### config.mk
export PLATFORM = sky130hd
export DESIGN_NAME = mem_stage
export DESIGN_NICKNAME = d
export VERILOG_FILES = /design/src/rtl/mem_pkg.sv /design/src/rtl/mem_wb_reg.sv /design/src/rtl/mem_stage.sv
export SDC_FILE = /design/constraint.sdc
export NUM_CORES = 1
export LEC_CHECK = 0
export CORE_ASPECT_RATIO = 1.1
export CORE_MARGIN = 8
export CORE_UTILIZATION = 32
export DETAILED_ROUTE_END_ITERATION = 10
export PLACE_DENSITY_LB_ADDON = 0.1
export SYNTH_ARGS = -nofsm -noshare
export SYNTH_HDL_FRONTEND = slang
export SYNTH_SLANG_ARGS = --single-unit
### constraint.sdc
create_clock -name clk -period 1.6 [get_ports clk]
set_input_delay 0.32 -clock clk [delete_from_list [all_inputs] [get_ports clk]]
set_output_delay 0.32 -clock clk [all_outputs]
set_load 0.05 [all_outputs]
### src/rtl/mem_pkg.sv
// mem_pkg: shared state type and widths for the MEM pipeline stage
//   IDLE/WAIT load FSM states, SRAM word-address, data, PC and register-address widths
package mem_pkg;
    typedef enum logic {IDLE, WAIT} state_t;
    localparam int SRAM_AW = 12;
    localparam int DATA_W  = 32;
    localparam int PC_W    = 16;
    localparam int REG_AW  = 5;
endpackage

### src/rtl/mem_wb_reg.sv
// mem_wb_reg: MEM/WB pipeline register with load/bubble control
//   clk, rst_n        : clock, synchronous active-low reset (clears every field)
//   load_i            : 1 captures all *_i fields, 0 inserts a bubble (regwrite cleared, rest held)
//   regwrite_i .. pc_i: fields from the MEM stage
//   regwrite_o .. pc_o: registered write-back fields
module mem_wb_reg
    import mem_pkg::*;
(
    input  logic              clk,
    input  logic              rst_n,
    input  logic              load_i,
    input  logic              regwrite_i,
    input  logic              memtoreg_i,
    input  logic [REG_AW-1:0] write_addr_i,
    input  logic [DATA_W-1:0] result_i,
    input  logic [PC_W-1:0]   pc_i,
    output logic              regwrite_o,
    output logic              memtoreg_o,
    output logic [REG_AW-1:0] write_addr_o,
    output logic [DATA_W-1:0] result_o,
    output logic [PC_W-1:0]   pc_o
);
    logic              regwrite_q, memtoreg_q;
    logic [REG_AW-1:0] write_addr_q;
    logic [DATA_W-1:0] result_q;
    logic [PC_W-1:0]   pc_q;

    always_ff @(posedge clk) begin
        if (!rst_n) begin
            regwrite_q   <= 1'b0;
            memtoreg_q   <= 1'b0;
            write_addr_q <= '0;
            result_q     <= '0;
            pc_q         <= '0;
        end else if (load_i) begin
            regwrite_q   <= regwrite_i;
            memtoreg_q   <= memtoreg_i;
            write_addr_q <= write_addr_i;
            result_q     <= result_i;
            pc_q         <= pc_i;
        end else begin
            regwrite_q   <= 1'b0;
        end
    end

    assign regwrite_o   = regwrite_q;
    assign memtoreg_o   = memtoreg_q;
    assign write_addr_o = write_addr_q;
    assign result_o     = result_q;
    assign pc_o         = pc_q;
endmodule

### src/rtl/mem_stage.sv
// mem_stage: MEM pipeline stage driving a fixed-latency data SRAM, with load stall FSM
//   SRAM_LAT          : SRAM read latency, 1..3 cycles
//   clk, rst_n        : clock, synchronous active-low reset
//   ex_*_i            : EX/MEM slot contents (memread_n/memwrite_n active-low)
//   sram_*            : SRAM chip/write enable (active-low), word address, write/read data
//   stall_o           : holds EX/MEM while a load waits for SRAM data
//   pc_src_o, branch_target_o : taken-branch redirect
//   wb_*_o            : registered MEM/WB outputs
module mem_stage
    import mem_pkg::*;
#(
    parameter int SRAM_LAT = 1
) (
    input  logic               clk,
    input  logic               rst_n,
    input  logic               ex_valid_i,
    input  logic [PC_W-1:0]    ex_pc_i,
    input  logic               ex_regwrite_i,
    input  logic [DATA_W-1:0]  ex_alu_result_i,
    input  logic [DATA_W-1:0]  ex_write_data_i,
    input  logic [REG_AW-1:0]  ex_write_addr_i,
    input  logic               ex_memread_n_i,
    input  logic               ex_memwrite_n_i,
    input  logic               ex_memtoreg_i,
    input  logic               ex_branch_i,
    input  logic               ex_zero_i,
    output logic               sram_cen_o,
    output logic               sram_wen_o,
    output logic [SRAM_AW-1:0] sram_addr_o,
    output logic [DATA_W-1:0]  sram_d_o,
    input  logic [DATA_W-1:0]  sram_q_i,
    output logic               stall_o,
    output logic               pc_src_o,
    output logic [PC_W-1:0]    branch_target_o,
    output logic               wb_regwrite_o,
    output logic               wb_memtoreg_o,
    output logic [REG_AW-1:0]  wb_write_addr_o,
    output logic [DATA_W-1:0]  wb_result_o,
    output logic [PC_W-1:0]    wb_pc_o
);
    localparam logic [1:0] LAT = 2'(SRAM_LAT);

    state_t     state_q, state_d;
    logic [1:0] cnt_q, cnt_d;
    logic       is_store, is_load, done, stall, cen, wen;

    // a simultaneous read+write request is treated as a store
    assign is_store = ex_valid_i & ~ex_memwrite_n_i;
    assign is_load  = ex_valid_i & ~ex_memread_n_i & ex_memwrite_n_i;
    assign done     = (state_q == WAIT) && (cnt_q == LAT);

    always_ff @(posedge clk) begin
        if (!rst_n) begin
            state_q <= IDLE;
            cnt_q   <= '0;
        end else begin
            state_q <= state_d;
            cnt_q   <= cnt_d;
        end
    end

    always_comb begin
        state_d = state_q;
        cnt_d   = cnt_q;
        stall   = 1'b0;
        cen     = 1'b1;
        wen     = 1'b1;
        if (state_q == IDLE) begin
            cen   = ~(is_store | is_load);
            wen   = ~is_store;
            stall = is_load;
            if (is_load) begin
                state_d = WAIT;
                cnt_d   = 2'd1;
            end
        end else if (cnt_q == LAT) begin
            state_d = IDLE;
            cnt_d   = '0;
        end else begin
            stall = 1'b1;
            cnt_d = cnt_q + 2'd1;
        end
    end

    // control outputs are forced idle while reset is held
    assign sram_cen_o      = cen | ~rst_n;
    assign sram_wen_o      = wen | ~rst_n;
    assign stall_o         = stall & rst_n;
    assign pc_src_o        = rst_n & (state_q == IDLE) & ex_valid_i & ex_branch_i & ex_zero_i;
    assign sram_addr_o     = ex_alu_result_i[SRAM_AW+1:2];
    assign sram_d_o        = ex_write_data_i;
    assign branch_target_o = ex_pc_i;

    mem_wb_reg u_mem_wb (
        .clk          (clk),
        .rst_n        (rst_n),
        .load_i       (ex_valid_i & ~stall),
        .regwrite_i   (ex_regwrite_i),
        .memtoreg_i   (ex_memtoreg_i),
        .write_addr_i (ex_write_addr_i),
        .result_i     (done ? sram_q_i : ex_alu_result_i),
        .pc_i         (ex_pc_i),
        .regwrite_o   (wb_regwrite_o),
        .memtoreg_o   (wb_memtoreg_o),
        .write_addr_o (wb_write_addr_o),
        .result_o     (wb_result_o),
        .pc_o         (wb_pc_o)
    );
endmodule

Word level (Yosys, flattened, before mapping)
Index checks and enable logic that the tools add are counted.

storage, ports and cells
  flip-flop bits (word level) = 58
  output and inout bits = 119
  word-level logic and storage cells = 41

operators by class
  add/sub/neg operators = 1
  eq/ne operators = 1
  multiplexer cells = 10
  bitwise operators = 19
  reduce and logical (&&, ||, !) cells = 3

operators with widths
  kind                                                                    count
  32-bit two-way mux                                                      1
  1-bit bitwise AND                                                       9
  1-bit NOT                                                               7
  1-bit two-way mux                                                       6
  2-bit two-way mux                                                       3
  1-bit OR                                                                3
  2-bit by 1-bit adder with 2-bit output (second input constant)          1
  2-bit by 1-bit equality test with 1-bit output (second input constant)  1
  2-bit AND reduction                                                     1
  2-bit nonzero test                                                      1
  1-bit logical AND                                                       1

Longest topological paths before layout
  depth in word-level cells = 7
  depth in mapped cells = 6
  gate-level depth less buffers = 4

Cells and area by module
From an unflattened synthesis, not the netlist that was laid out.

unflattened totals
  cell total of the unflattened synthesis = 294
  area total of the unflattened synthesis = 3241.9 µm²

by module, submodules not included
  module      times used  cells each  area an instance (µm²)  seq. area each (µm²)
  mem_wb_reg  1           176         2120.8                  1101.1
  mem_stage   1           118         1121.1                  60.1

Least setup slack after synthesis
Ideal clock, no wire load.

  kind = register to output
  start point = register state_q
  end point = output port stall_o
  arrival = 1579 ps
  required time = 1280 ps
  path slack = -299 ps
  stages on the path, launching flop included = 7
  buffers on the path = 2
  cell sequence = dfxtp_1 -> nand2_1 -> or2_1 -> buf_2 -> buf_2 -> nand2_1 -> nor2_1

between the ends
  longest elaborated chain between the ends = 2

ends and longest elaborated chain
  what                      line             RTL
  start: declaration        mem_stage.sv:43  state_t state_q, state_d;
  start signal: assignment  mem_stage.sv:57  state_q <= state_d;
  1-bit two-way mux         mem_stage.sv:68  if (state_q == IDLE) begin
  1-bit bitwise AND         mem_stage.sv:88  assign stall_o = stall & rst_n;
  end: declaration          mem_stage.sv:32  output logic stall_o,

Every way passes these cells.

Worst setup path in the final report
Same ends and word-level chain as after synthesis.

==> results.toml <==
[clocking]
hold_buffers = 0
cts-root-buf = "clkbuf_8"
cts.path.max_buffers = 2
htreeDepth = 3
cts_sinks = 58
cts_tree = "built"
clkTransAtPathRegs_ns = 0.07
numCtsBuffers = 9
worst_skew_pair.late_latency_ns = 0.32

[synth]
synth_top_cell_by_area = "dfxtp_1"
synth_top_family_by_area = "compound AO/OA/AOI/OAI gates"
netlist_top_cells_area = "dfxtp_1 (40%), buf_4 (16%), nand2_1 (10%), a21oi_1 (10%), a21boi_1 (5.7%)"
syn_area_sq_um = 2900
ys_seq_elements = 58
synth_compound_area_share_pct = 26.2
synthDistinctLibCells = 25
yosysTopAreaCellShare_pct = 40.0
avgSynthCellArea_sq_um = 8.06
yosysSeqAreaShare_pct = 40.0
synth_fa_ha_area_share_pct = 0
synth_nets = 486
synth_xor_area_share_pct = 0
synth_simple_gate_area_share_pct = 13.1
synth_mux_area_share_pct = 0
ys_warn_count = 0
synth_cells = 360

[sta]
tightest_slew_ns = 0.542
fmax_mhz = 624
final.min_clock_period_ns = 1.60
slew_violations = 0
setup_viol = 1
slew_headroom_pct = 63.9
final_hold_viol_count = 0
rsz0062_at_grt = "true"
skew_ns = 0.00929
timing.final.crit_share_pct = 100
fin_hold_ws_ns = 0.406
setup_ws_ns = -0.00350

[route]
dr.pass1.iters = 4
wl_per_cell_um = 16.5
wirelength_um = 9930
vias = 2838
drcViolationCount = 0
ant_nets = 0
drt_iter0_drc = 85
viasPerCell = 4.72

[floorplan]
dieArea_sq_um = 12400
row_count = 36
die_w_um = 107
core_area_sq_um = 8830
start_util_pct = 32.9
io_pins = 245
die_h_um = 116

[setup_path]
worstSetupStartpointType = "flip-flop"
path_max_fanout = 3
end_kind = "output pin"
required_ns = 1.28
critical_path_class = "flip-flop to output pin"
critPathArrivalTime_ns = 1.28
r2r-start = "state_q"
crit_path_start = "state_q"

[power_and_ir_drop]
powerDensity_nw_per_um2 = 921
combPwrFrac_pct = 34.3
total_power_uw = 4460
clkPwrFrac_pct = 29.4
leakagePower_uw = 0.00212
netSwitchingFraction_pct = 33.8
ir_drop_mv = 0.407
p_int_uw = 2950
power_frac_seq_pct = 36.3
switchingPower_uw = 1510

[layout]
final_area_sq_um = 4840
num_antenna_cells = 0
drive_above_1_share_pct = 30.8
finalNonFillerCells = 601
layout.nets = 609
areaGrowthSynthToFinish_pct = 66.9

[hold_path]
hp-start = "rst_n"
min-delay-path-class = "input port to flip-flop"

[grt]
grt_usage_pct = 15.6
grt_overflow_total = 0
grt_first_pass_wirelength_um = 15400
antenna_found_initial = 0
grt_max_degree = 51
grt_pass1_vias = 2946

[placed_design]
finalWeightedCongestion = 0.738
placed_cells = 583
placed_area_sq_um = 4570
place_hpwl_um = 7450
numPortBuffers = 180
dp_slack_ns = -0.269

[status]
status = "complete, but fails checks"
violations = "setup timing"

[flow_run]
maxCapViolCount = 0
path summary, 6_finish.rpt:
kind	end	slack, ns	depth (start not counted)
worst min-delay path	cnt_q[0]	0.41	4
worst min register to register	u_mem_wb.write_addr_o[3]	0.45	2
worst max register to register	u_mem_wb.pc_o[5]	0.15	6
worst max-delay path	stall_o	-0.004	5
power by group through the flow:
stage                     sequential (uW)  clock, uW  combinational [uW]
after global placement               1640          0                1520
final                                1620       1310                1530
after CTS                            1620       1340                1540
after floorplan                      2010          0                 726
after global routing                 1630       1420                1610
after detailed placement             1650          0                1530
layout make-up:
cell class | count | area (sq um)
Fill cell | 835 | 3990
Timing Repair Buffer | 196 | 2150
Multi-Input combinational cell | 217 | 1190
Sequential cell | 58 | 1170
Clock buffer | 12 | 145
Tap cell | 114 | 143
Clock inverter | 3 | 40.0
Inverter | 1 | 3.75
synth_stat cells:
| cell type | instances |
|---|---|
| or2_1 | 1 |
| nor2b_1 | 1 |
| a21boi_1 | 22 |
| and3_1 | 1 |
| nand2_1 | 81 |
| buf_4 | 60 |
| a21oi_4 | 1 |
| nor2b_2 | 1 |
| nor2_2 | 1 |
| clkbuf_2 | 1 |
| o21ai_1 | 23 |
| or2_2 | 1 |
| dfxtp_1 | 58 |
| a21oi_1 | 58 |
| clkbuf_1 | 10 |
| nor2_1 | 3 |
| buf_6 | 6 |
| inv_1 | 1 |
| buf_2 | 7 |
| and4b_4 | 1 |
| nand3_1 | 1 |
| o21ai_2 | 9 |
| a21o_1 | 2 |
| nand2b_1 | 1 |
| a21oi_2 | 9 |
logic make-up (layout without fill, tap and decap cells):
kind of cell,Yosys count,after routing
buffers and inverters,85,212
AO/OA/AOI/OAI,124,124
flip-flops,58,58
AND/OR/NAND/NOR,93,93
stage by stage:
step | setup TNS (ns) | util (%)
2_1_floorplan | 0 | -
3_3_place_gp | -10.02 | 51.8
3_5_place_dp | -11.45 | 51.8
4_1_cts | -0.0610 | 54.7
5_1_grt | -0.199 | 54.8
6_report | -0.00350 | 54.8
repair_timing:
| item | 4_1_cts | 5_1_grt |
|---|---|---|
| setup buffers | 2 | 1 |
| pin swaps | 5 | 0 |
| resized for setup | 20 | 1 |
| gates cloned | 0 | 0 |
| setup endpoints to repair | 4 | 4 |
cell usage in the layout (no fill, tap or decap), types with 2 or more instances in the layout:
cell / netlist / final
a21oi_4: 1 / 2
clkbuf_8: 0 / 10
o21ai_2: 9 / 9
nor2b_4: 0 / 2
nor2_4: 0 / 2
a21oi_2: 9 / 9
nand2_1: 81 / 78
buf_4: 60 / 65
dfxtp_1: 58 / 56
dlygate4sd2_1: 0 / 3
clkdlybuf4s50_1: 0 / 89
a21oi_1: 58 / 57
buf_12: 0 / 35
nand2_2: 0 / 2
clkbuf_1: 10 / 2
buf_6: 6 / 2
clkinv_2: 0 / 2
a21boi_1: 22 / 22
o21ai_1: 23 / 23
registers in the layout, indices dropped and copies added, names as in the netlist:
name,cells
cnt_q,2
state_q,1
u_mem_wb.memtoreg_o,1
u_mem_wb.pc_o,16
u_mem_wb.regwrite_o,1
u_mem_wb.result_o,32
u_mem_wb.write_addr_o,5
routing by layer:
layer,global-route usage [%],part of all wire [%],vias up
met5,0,0,-
met4,4.23,0.96,0
met3,7.23,10,14
met2,27.0,49,144
met1,16.6,40,1300
li1,-,-,1380
worst max-delay path, cell delays in order (launching register included):
cell and delay (ns):
dfxtp_4 0.38, nand2_4 0.05, or2_1 0.25, nand2_2 0.09
nor2_4 0.04, buf_12 0.14
No activity file was read; power rests on OpenSTA's default activity.
